### config.mk
export PLATFORM = sky130hd
export DESIGN_NAME = branch_resolve_unit
export DESIGN_NICKNAME = d
export VERILOG_FILES = /design/src/rtl/branch_resolve_unit.sv
export SDC_FILE = /design/constraint.sdc
export NUM_CORES = 1
export LEC_CHECK = 0
export CAP_MARGIN = 20
export CORE_AREA = 2 2 147 149
export CTS_CLUSTER_SIZE = 40
export DETAILED_ROUTE_END_ITERATION = 10
export DIE_AREA = 0 0 149 151
export PLACE_DENSITY = 0.88
export SLEW_MARGIN = 10
export SYNTH_ARGS = -nofsm -noshare
export SYNTH_HDL_FRONTEND = slang
export SYNTH_SLANG_ARGS = --single-unit
### constraint.sdc
create_clock -name i_clk -period 7.2 [get_ports i_clk]
set_input_delay 1.44 -clock i_clk [delete_from_list [all_inputs] [get_ports i_clk]]
set_output_delay 1.44 -clock i_clk [all_outputs]
set_load 0.05 [all_outputs]
### src/rtl/branch_resolve_unit.sv
// rtl/branch_resolve_unit.sv - EX-stage branch resolution: flush/redirect, predictor update, perf counters
// Carries prediction metadata IF->ID->EX and checks it against the real outcome in EX.
module branch_resolve_unit #(
   parameter int PATTERN_W = 8,
   parameter int CNT_W     = 32
) (
   input  logic                 i_clk,
   input  logic                 i_rst_n,
   input  logic                 i_stall,
   input  logic                 i_IF_valid,
   input  logic                 i_IF_pred_taken,
   input  logic [31:0]          i_IF_pred_pc,
   input  logic [PATTERN_W-1:0] i_IF_pattern,
   input  logic [31:0]          i_EX_pc,
   input  logic [31:0]          i_EX_pc_four,
   input  logic [31:0]          i_EX_inst,
   input  logic [31:0]          i_alu_data,
   input  logic                 i_brc_taken,
   output logic                 o_flush,
   output logic [31:0]          o_redirect_pc,
   output logic                 o_upd_valid,
   output logic [31:0]          o_upd_pc,
   output logic                 o_upd_taken,
   output logic [31:0]          o_upd_target,
   output logic [PATTERN_W-1:0] o_upd_pattern,
   output logic [CNT_W-1:0]     o_brc_count,
   output logic [CNT_W-1:0]     o_miss_count
);

   localparam logic [4:0]       OP_BRANCH = 5'b11000;
   localparam logic [4:0]       OP_JAL    = 5'b11011;
   localparam logic [4:0]       OP_JALR   = 5'b11001;
   localparam logic [CNT_W-1:0] LP_ONE    = {{(CNT_W-1){1'b0}}, 1'b1};
   localparam logic [CNT_W-1:0] LP_MAX    = {CNT_W{1'b1}};

   logic                 r_id_valid;
   logic                 r_id_pred_taken;
   logic [31:0]          r_id_pred_pc;
   logic [PATTERN_W-1:0] r_id_pattern;
   logic                 r_ex_valid;
   logic                 r_ex_pred_taken;
   logic [31:0]          r_ex_pred_pc;
   logic [PATTERN_W-1:0] r_ex_pattern;
   logic                 r_ex_done;

   logic                 r_upd_valid;
   logic [31:0]          r_upd_pc;
   logic                 r_upd_taken;
   logic [31:0]          r_upd_target;
   logic [PATTERN_W-1:0] r_upd_pattern;
   logic [CNT_W-1:0]     r_brc_count;
   logic [CNT_W-1:0]     r_miss_count;

   logic [4:0]  w_op;
   logic        w_is_b;
   logic        w_is_jal;
   logic        w_is_jalr;
   logic        w_is_ctrl;
   logic        w_taken;
   logic [31:0] w_target;
   logic [31:0] w_actual_next;
   logic        w_live;
   logic        w_mispredict;
   logic        w_flush;
   logic        w_resolve;
   logic        w_unused;

   assign w_op      = i_EX_inst[6:2];
   assign w_is_b    = (w_op == OP_BRANCH);
   assign w_is_jal  = (w_op == OP_JAL);
   assign w_is_jalr = (w_op == OP_JALR);
   assign w_is_ctrl = w_is_b | w_is_jal | w_is_jalr;

   assign w_taken       = w_is_jal | w_is_jalr | (w_is_b & i_brc_taken);
   assign w_target      = w_is_jalr ? {i_alu_data[31:1], 1'b0} : i_alu_data;
   assign w_actual_next = w_taken ? w_target : i_EX_pc_four;

   // r_ex_done blocks a stalled EX op from resolving (and counting) again
   assign w_live       = r_ex_valid & ~r_ex_done;
   assign w_mispredict = w_is_ctrl ? (w_actual_next != r_ex_pred_pc)
                                   : (r_ex_pred_pc != i_EX_pc_four);
   assign w_flush      = w_live & w_mispredict;
   assign w_resolve    = w_live & w_is_ctrl;

   assign o_flush       = w_flush;
   assign o_redirect_pc = r_ex_valid ? w_actual_next : 32'd0;

   assign w_unused = ^{i_EX_inst[31:7], i_EX_inst[1:0], i_EX_pc_four[1:0], r_ex_pred_taken};

   always_ff @(posedge i_clk or negedge i_rst_n) begin
      if (!i_rst_n) begin
         r_id_valid      <= 1'b0;
         r_id_pred_taken <= 1'b0;
         r_id_pred_pc    <= '0;
         r_id_pattern    <= '0;
         r_ex_valid      <= 1'b0;
         r_ex_pred_taken <= 1'b0;
         r_ex_pred_pc    <= '0;
         r_ex_pattern    <= '0;
         r_ex_done       <= 1'b0;
      end else if (w_flush) begin
         r_id_valid <= 1'b0;
         r_ex_valid <= 1'b0;
         r_ex_done  <= 1'b0;
      end else if (!i_stall) begin
         r_ex_valid      <= r_id_valid;
         r_ex_pred_taken <= r_id_pred_taken;
         r_ex_pred_pc    <= r_id_pred_pc;
         r_ex_pattern    <= r_id_pattern;
         r_ex_done       <= 1'b0;
         r_id_valid      <= i_IF_valid;
         r_id_pred_taken <= i_IF_pred_taken;
         r_id_pred_pc    <= i_IF_pred_pc;
         r_id_pattern    <= i_IF_pattern;
      end else if (r_ex_valid) begin
         r_ex_done <= 1'b1;
      end
   end

   always_ff @(posedge i_clk or negedge i_rst_n) begin
      if (!i_rst_n) begin
         r_upd_valid   <= 1'b0;
         r_upd_pc      <= '0;
         r_upd_taken   <= 1'b0;
         r_upd_target  <= '0;
         r_upd_pattern <= '0;
      end else begin
         r_upd_valid <= w_resolve;
         if (w_resolve) begin
            r_upd_pc      <= i_EX_pc;
            r_upd_taken   <= w_taken;
            r_upd_target  <= w_target;
            r_upd_pattern <= r_ex_pattern;
         end
      end
   end

   always_ff @(posedge i_clk or negedge i_rst_n) begin
      if (!i_rst_n) begin
         r_brc_count  <= '0;
         r_miss_count <= '0;
      end else begin
         if (w_resolve && (r_brc_count != LP_MAX)) begin
            r_brc_count <= r_brc_count + LP_ONE;
         end
         if (w_flush && (r_miss_count != LP_MAX)) begin
            r_miss_count <= r_miss_count + LP_ONE;
         end
      end
   end

   assign o_upd_valid   = r_upd_valid;
   assign o_upd_pc      = r_upd_pc;
   assign o_upd_taken   = r_upd_taken;
   assign o_upd_target  = r_upd_target;
   assign o_upd_pattern = r_upd_pattern;
   assign o_brc_count   = r_brc_count;
   assign o_miss_count  = r_miss_count;

endmodule
==> flow_summary.yaml <==
synth:
  synth_top_cell_by_area: "dfrtp_1"
  synth.most_common_cell: "dfrtp_1"
  netlist_area_um2: 10300
  synthCells: 846
  avgSynthCellArea_um2: 12.1
  yosys_warnings: 0
  synth_xor_area_share_pct: 7.50
  yosys.area_share.adder_pct: 0.244
  synth_nets: 1022
  post-synth-top-area-fraction_pct: 53.8
  ys_top_cells_by_count: "dfrtp_1 (221), mux2_1 (80), nand2_1 (80)"
  synthMuxAreaShare_pct: 18.0
  synth_ff_type: "dfrtp_1"
  synth_seq_cells: 221
  netlist_top_cells_area: "dfrtp_1 (54%), mux2_1 (8.8%), mux2_2 (8.0%), xor2_1 (4.7%), nand2_1 (2.9%)"
  synth-seq-area-share_pct: 53.8
  yosys.area_share.simple_pct: 12.6
  synth_top_family_by_area: "multiplexers"
  synth_compound_area_share_pct: 4.58
  synth-edff-count: 0
  ys_async_sr_fraction_pct: 100
  synth.distinct_cells: 51
die:
  ios: 345
  die_y_um: 151
  die_w_um: 149
  die_area_um2: 22500
  core_um2: 20800
  rows: 53
  initial_core_util_pct: 49.3
detailed_routing:
  wl_um: 28900
  drc: 0
  vias_per_cell: 5.50
  drt_pass1_iterations: 5
  wire_per_inst_um: 19.9
  route.vias.total: 8023
  ant_nets: 0
  first_iter_violations: 442
pwr:
  p_sw_share_pct: 41.1
  power_leakage_nw: 6.00
  internal_power_w: 0.00355
  power_density_nw_per_um2: 415
  switching_power_w: 0.00247
  p_seq_share_pct: 33.8
  pwr-share-clk_pct: 21.5
  power_w: 0.00602
  p_comb_share_pct: 44.7
  max-vdd-ir-drop_mv: 0.275
worst_setup_path:
  path_cells: "clkdlybuf4s50_1, and3b_1, o21a_1, mux2i_1, o221ai_1, or4_1, nor4_4, nor2_1, buf_4"
  critPathTopFamily: "simple AND/OR/NAND/NOR gates"
  cp_max_fo: 18
  setup.worst_path.class: "in2out"
  cp.required_ns: 5.76
  critPathBufInv: 2
  critPathSlowestCell: "o21a_1"
  critPathMaxStageDelay_ns: 0.83
  endpoint_kind: "output pin"
  worst_setup_path_start_kind: "primary input"
  arrival_ns: 4.97
job:
  maxCapViolations: 0
final_layout:
  final_cells: 1458
  fin_area_um2: 14500
  final_net_count: 1342
  layout-drive-gt1-share_pct: 11.5
  fill_cells: 1533
  area_growth_pct: 41.4
cts:
  cts_tree: "yes"
  cts_buffer_depth: 3
  clk_pin_slew_ns: 0.06
  cts_buffers: 25
  cts_hold_buffers: 0
  post_cts_buffers: 0
  htreeDepth: 1
  cts-root-buf: "clkbuf_16"
  post_cts_resized: 0
  clk_latency_ns: 0.51
  cts_sinks: 221
sta:
  tns_ns: 0
  post-route-period-util_pct: 89.1
  finalHoldViolations: 0
  tightest_slew_ns: 0.991
  setup_viol: 0
  fmax_mhz: 156
  layout_min_cycle_time_ns: 6.41
  finalMaxSlewViolations: 0
  rsz0062_at_grt: "no"
  fin_skew_ns: 0.0115
  hold_slack_ns: 0.479
  relSlewSlack_pct: 33.9
grt:
  grt_pass1_vias: 8169
  grt-ovfl-total: 0
  antenna_found_initial: 2
  grtUsageTotal_pct: 25.5
  grt_max_degree: 132
  grt_pass1_wl_um: 44800
place:
  hpwl_um: 21200
  placed_area_um2: 13700
  place_congestion: 0.935
  portBuffers: 316
  placed_cells: 1413
min_path:
  holdCritPathClass: "reg2reg"
run_status:
  status: "finished clean"
==> registers in the layout (all words and copies together), names as in the netlist, 8 cells and up <==
signal / cells
r_id_pattern: 8
r_id_pred_pc: 32
o_miss_count: 32
r_ex_pred_pc: 32
o_upd_target: 32
o_upd_pattern: 8
o_upd_pc: 32
r_ex_pattern: 8
o_brc_count: 32
==> stage by stage <==
stage                     setup slack, ns  utilization, %
after detailed placement            0.776            65.6
after CTS                           0.790            69.6
after global placement              0.845            65.6
after floorplan                      1.82               -
after global routing                0.641            69.7
final                               0.788            69.8
==> per-layer routing <==
layer	share of wire [%]	track usage (%)	routed length, um	vias to the layer above
met5	0.055	0	16	-
met4	3.4	9.33	988	2
met3	9.1	6.08	2630	69
met2	49	43.3	14200	356
met1	38	31.9	11100	3967
li1	-	-	-	3629
==> area by class of cell <==
cell class / count / area, um^2 / area share, %
clock inverters: 7 / 113 / 0.775
diodes: 1 / 2.50 / 0.0172
repair buffers: 329 / 3300 / 22.7
clock buffers: 36 / 727 / 5.00
flip-flops and latches: 221 / 5530 / 38.1
inverters: 21 / 78.8 / 0.543
well taps: 275 / 344 / 2.37
multi-input cells: 568 / 4430 / 30.5
==> cells by family (layout without fill, tap and decap cells) <==
kind of cell | after synthesis | count (layout)
compound gates | 61 | 61
xor+xnor | 88 | 88
fa+ha+maj | 2 | 2
buf+inv | 57 | 393
flops | 221 | 221
mux | 166 | 166
other cells | 0 | 1
simple gates | 251 | 251
==> worst paths after layout <==
kind	from	end	slack (ns)	cells after the start
setup reg to reg	r_ex_pred_pc[6]	r_id_pred_pc[21]	3.35	10
max in group asynchronous	i_rst_n	r_id_pred_pc[4]	4.95	2
setup / recovery	i_EX_inst[6]	o_flush	0.79	9
hold reg to reg	r_id_pred_pc[1]	r_ex_pred_pc[1]	0.48	1
min in group asynchronous	i_rst_n	r_id_pattern[2]	1.03	1
hold / removal	r_id_pred_pc[1]	r_ex_pred_pc[1]	0.48	1
==> worst reg2reg max path, cell delays in order, from the launching register on <==
cell	delay, ns
dfrtp_1	0.46
xnor2_1	0.17
o221ai_1	0.13
nor4_1	0.30
a31oi_1	0.11
or4_1	0.58
nor4_4	0.34
buf_4	0.38
o21ba_4	0.58
buf_4	0.33
mux2_1	0.35
==> power by group through the flow <==
stage | combinational (W) | sequential (W) | clock [W]
3_5_place_dp | 0.00266 | 0.00207 | 0
3_3_place_gp | 0.00261 | 0.00204 | 0
2_1_floorplan | 0.000979 | 0.00279 | 0
6_report | 0.00269 | 0.00204 | 0.00130
4_1_cts | 0.00267 | 0.00205 | 0.00132
5_1_grt | 0.00283 | 0.00209 | 0.00139
==> layout by cell type, fill, tap and decap left out, drive strengths merged, types with 4 or more instances in the layout <==
master,count
nand4,16
and3,13
nand3,29
clkdlybuf4s50,314
or4,5
nor2,23
xor2,55
a21boi,21
a2111oi,4
nor2b,19
nor3,21
inv,21
a21oi,4
mux2,153
nand2,80
mux2i,13
dfrtp,221
clkbuf,36
nor4,19
nand2b,9
o221ai,5
xnor2,33
o22ai,9
buf,15
Power figures use the tool's default switching activity.
==> RTL edit 1, RTL diff (same settings) <==
`CNT_W`: 32 -> 16.
--- a/src/rtl/branch_resolve_unit.sv
+++ b/src/rtl/branch_resolve_unit.sv
@@ -3,5 +3,5 @@
 module branch_resolve_unit #(
    parameter int PATTERN_W = 8,
-   parameter int CNT_W     = 32
+   parameter int CNT_W     = 16
 ) (
    input  logic                 i_clk,
Ports: changed (resized o_brc_count and o_miss_count); port bits go from 345 to 313. The function was not compared with the original's and may differ.
==> RTL edit 1 against the unedited design <==
  * Register-to-register slack worse by 0.12 ns
  * Area after synthesis is 10% lower
  * Sequential cell count is 32 lower
  * Wire length is 5.6% lower
  * Worst setup slack better by 0.24 ns
  * Total power is 5.7% lower
  * Design area is 12% lower
  * Global-route usage is 1.4 points lower
  * Largest cell class unchanged
  * Highest routed layer is now met4
==> RTL edit 1: results (changes against the unedited design) <==
synth top area cells dfrtp_1 51%, mux2_4 13%, nand2_1 11%, xor2_1 2.6%, a21boi_0 2.2%; met1 Use GR 0.303 (-0.0156); FILL cells 1703 (+11%); min-delay src o_upd_pc[20]$_DFFE_PN0P_; routed wl met2 12900 um (-9.0%); number of library cell types mapped by synthesis 56 (+9.8%); dpl ws 1.12 ns (+0.344 ns); largest net degree at the start of global routing 124 (-6.1%); met3 global-route usage 0.0596 (-0.00120); max incr delay on CP 0.60 ns (-0.23 ns); Peak supply drop 0.188 mV (-31%); Final WS setup 1.02 ns (+0.236 ns); RePlAce Congestion 0.882 (-5.7%); clk_lat worst skew 0.43 ns (-0.08 ns); Synth top cells by count 278 x nand2_1, 189 x dfrtp_1, 80 x mux2_4; Syn Nets 1043 (+2.1%); Met3 Wirelength 1970 um (-25%); DRT met1 WL 11400 um (+2.8%); Port Buffers 284 (-10%); Worst Path Max Fanout 16 (-2); layout cells sized above 1 0.115 (+0.000292); initial antenna violation count 2 (unchanged); Critical Path End o_flush; Nets 1316 (-1.9%); H-tree levels 4 (+3); Detailed Place HPWL 20400 um (-3.6%); post-DR vias/cell 5.19 (-5.6%); maximum clock insertion buffer count 2 (-1); Max Clock Skew 0.0110 ns (-0.000504 ns); outcome complete, no violations; fin area 12800 sq um (-12%); worst flop-to-flop path endpoint r_id_pred_pc[14]$_DFFE_PN0P_; 1st-iter DRT viols 482 (+9.0%); Rel. slew slack 0.299 (-0.0407); Worst setup startpoint i_brc_taken; worst hold slack 0.475 ns (-0.00372 ns); number of global-route vias before repair 7282 (-11%); LEAKAGE 5.77 nW (-3.7%); first-pass GRT wire length 41000 um (-8.6%); placed inst area 12200 sq um (-11%); GRT Total Usage 0.241 (-0.0141); reg2reg setup slack 3.23 ns (-0.12 ns); cells after synthesis 867 (+2.5%); WL per Instance 19.1 um (-3.7%); sequential element share of the synthesized area 0.513 (-0.0253); Worst Path Arrival 4.74 ns (-0.23 ns); Num CTS Buffers 17 (-32%); worst r2r src r_ex_pred_pc[23]$_DFFE_PN0P_; Top Metal Used met4; M2 GR Usage 0.395 (-0.0380); CP top delay family simple AND/OR/NAND/NOR gates; fin cells 1430 (-1.9%)
-- RTL edit 1: how the worst min path moves through the flow --
stage	endpoint	cells past startpoint
floorplan	o_upd_pattern[0]$_DFFE_PN0P_	2
global placement	o_upd_pattern[3]$_DFFE_PN0P_	2
detailed placement	o_upd_pc[31]$_DFFE_PN0P_	2
CTS	o_upd_pc[31]$_DFFE_PN0P_	2
global route	o_upd_pc[11]$_DFFE_PN0P_	2
finish	o_upd_pc[20]$_DFFE_PN0P_	2
-- RTL edit 1: cell families (layout without fill, tap and decap cells) --
logic type                 count (synthesis)  count (layout)  share of synthesized area
buffers and inverters                     69             355                     0.0460
muxes                                     89              89                      0.140
AOI/OAI and AO/OA                         87              87                     0.0700
and+or+nand+nor                          385             385                      0.184
xor gates and xnor gates                  46              46                     0.0437
other                                      0               2                          0
adders and majority gates                  2               2                    0.00271
DFF                                      189             189                      0.513
-- RTL edit 1: tightest hold or removal path, cell delays in order, from the launching register on --
cell	delay [ns]
dfrtp_1	0.34
nand2_1	0.05
nand2_1	0.05
-- RTL edit 1: final cells by class --
type                       instances  share of cell area
sequential                       189               0.370
multi-input combinational        609               0.319
timing repair buffer             294               0.229
clock buffer                      18              0.0343
tap                              275              0.0269
clock inverter                    14              0.0114
inverter                          29             0.00851
antenna                            2            0.000391
-- RTL edit 1: where the power goes --
| part | switching (mW) | internal, mW | leakage [nW] | total, mW |
|---|---|---|---|---|
| registers | 0.382 | 1.52 | 2.32 | 1.90 |
| clock network | 0.450 | 0.472 | 0.290 | 0.922 |
| logic | 1.70 | 1.15 | 3.17 | 2.86 |
| total | 2.54 | 3.14 | 5.77 | 5.68 |
==> RTL edit 2, RTL diff (config.mk and constraints unchanged) <==
Without the edit above. Register the output `o_redirect_pc`, cleared by the reset; this adds one clock of latency there. The other outputs are not delayed to match.
--- a/src/rtl/branch_resolve_unit.sv
+++ b/src/rtl/branch_resolve_unit.sv
@@ -84,5 +84,11 @@
 
    assign o_flush       = w_flush;
-   assign o_redirect_pc = r_ex_valid ? w_actual_next : 32'd0;
+   always_ff @(posedge i_clk or negedge i_rst_n) begin
+      if (!i_rst_n) begin
+         o_redirect_pc <= '0;
+      end else begin
+         o_redirect_pc <= r_ex_valid ? w_actual_next : 32'd0;
+      end
+   end
 
    assign w_unused = ^{i_EX_inst[31:7], i_EX_inst[1:0], i_EX_pc_four[1:0], r_ex_pred_taken};
Function: changed (a bounded check fails within 4 cycles, from zero or initial values and one cycle with i_rst_n low).
==> RTL edit 2 against the unedited design <==
  * Total power increased by 7.0%
  * Design area increased by 4.7%
  * Sequential cell count increased by 32
  * Area after synthesis increased by 6.7%
  * Highest routed layer is now met4
  * First-iteration DRC count increased by 0.23%
  * Maximum frequency increased by 3.7%
  * Worst setup slack improved by 0.23 ns
  * Critical path type unchanged
  * Wire length decreased by 0.36%
  * Critical path depth increased by 1
==> RTL edit 2: results (changes against the unedited design) <==
1st-iter DRT viols 443 (+0.23%); Synth Area in Adders 0.00228 (-0.000153); post-DR vias/cell 5.44 (-1.1%); H-tree levels 1 (unchanged); number of global-route vias before repair 8334 (+2.0%); Synth Area in XOR/XNOR 0.0695 (-0.00550); GRT Total Usage 0.252 (-0.00324); number of library cell types mapped by synthesis 48 (-5.9%); Synth top cells by count 253 x dfrtp_1, 80 x mux2_1, 73 x mux2_2; Num CTS Buffers 26 (+4.0%); Net Sw Power 2.66 mW (+7.6%); reg2reg setup slack 3.63 ns (+0.28 ns); Min-Delay Endpoint r_ex_pattern[1]$_DFFE_PN0P_; layout cells sized above 1 0.115 (-0.000346); FILL cells 1416 (-7.6%); min-delay src r_ex_pattern[1]$_DFFE_PN0P_; placed inst area 14300 sq um (+5.0%); Worst Path Max Fanout 38 (+20); Avg Synthesized Cell Area 12.7 sq um (+4.5%); Max Clock Skew 0.00725 ns (-0.00422 ns); first-pass GRT wire length 44500 um (-0.65%); Crit-path slowest cell o21a_2; fin cells 1481 (+1.6%); Syn Nets 1040 (+1.8%); worst flop-to-flop path endpoint r_ex_pred_pc[21]$_DFFE_PN0P_; Worst-Margin Slew 1.01 ns (+0.0149 ns); Detailed Place HPWL 20800 um (-2.0%); Peak supply drop 0.255 mV (-7.3%); storage element area 6330 sq um (+14%); LEAKAGE 6.41 nW (+6.8%); worst r2r src r_ex_pred_pc[15]$_DFFE_PN0P_; RePlAce Congestion 0.872 (-6.7%); Synth Area in Compound Gates 0.0412 (-0.00458); fin crit share 0.859 (-0.0315); largest net degree at the start of global routing 110 (-17%); sequential element share of the synthesized area 0.578 (+0.0393); dpl ws 1.00 ns (+0.225 ns); worst hold slack 0.477 ns (-0.00228 ns); mux cell area share after synthesis 0.172 (-0.00857); Worst Path Arrival 4.75 ns (-0.22 ns); outcome complete, no violations; WL per Instance 19.5 um (-1.9%)
RTL edit 2: cell types whose count changed after synthesis, moves of 5 or more:
cell	delta
inv_1	+11
a21oi_1	+7
nand2b_1	-6
buf_2	+5
nand2_1	-18
xor2_1	-5
dfrtp_1	+32
RTL edit 2: worst max-delay path, delay by kind of cell:
| kind | cells | cell delay, ns |
|---|---|---|
| compound gates | 2 | 1.18 |
| simple gates | 5 | 0.96 |
| buf+inv | 2 | 0.77 |
| mux | 1 | 0.38 |
RTL edit 2: layout make-up:
class,instances,area share
Antenna cell,3,0.000494
Clock buffer,39,0.0520
Clock inverter,9,0.00296
Inverter,32,0.00790
Multi-Input combinational cell,543,0.282
Sequential cell,253,0.416
Tap cell,275,0.0226
Timing Repair Buffer,327,0.216
RTL edit 2: cells by family (layout without fill, tap and decap cells):
| kind of cell | after synthesis | count (layout) |
|---|---|---|
| AO/OA/AOI/OAI | 64 | 64 |
| XOR/XNOR | 87 | 87 |
| AND/OR/NAND/NOR | 221 | 221 |
| buffers and inverters | 68 | 407 |
| flip-flops | 253 | 253 |
| other | 0 | 3 |
| adder cells (fa/ha/maj) | 2 | 2 |
| multiplexers | 169 | 169 |
RTL edit 2: power by group through the flow:
stage | combinational [mW] | clock, mW | sequential (mW)
floorplan | 0.834 | 0 | 3.31
global placement | 2.75 | 0 | 2.31
detailed placement | 2.81 | 0 | 2.34
CTS | 2.82 | 1.32 | 2.32
global route | 2.99 | 1.39 | 2.37
finish | 2.84 | 1.30 | 2.30
RTL edit 2: per-layer routing:
layer	part of all wire	up-vias	wire length (um)	global-route usage
met5	0	-	0	0
met2	0.49	321	14200	0.427
met4	0.029	0	836	0.0776
met1	0.40	3985	11400	0.318
li1	-	3693	-	-
met3	0.083	60	2380	0.0675
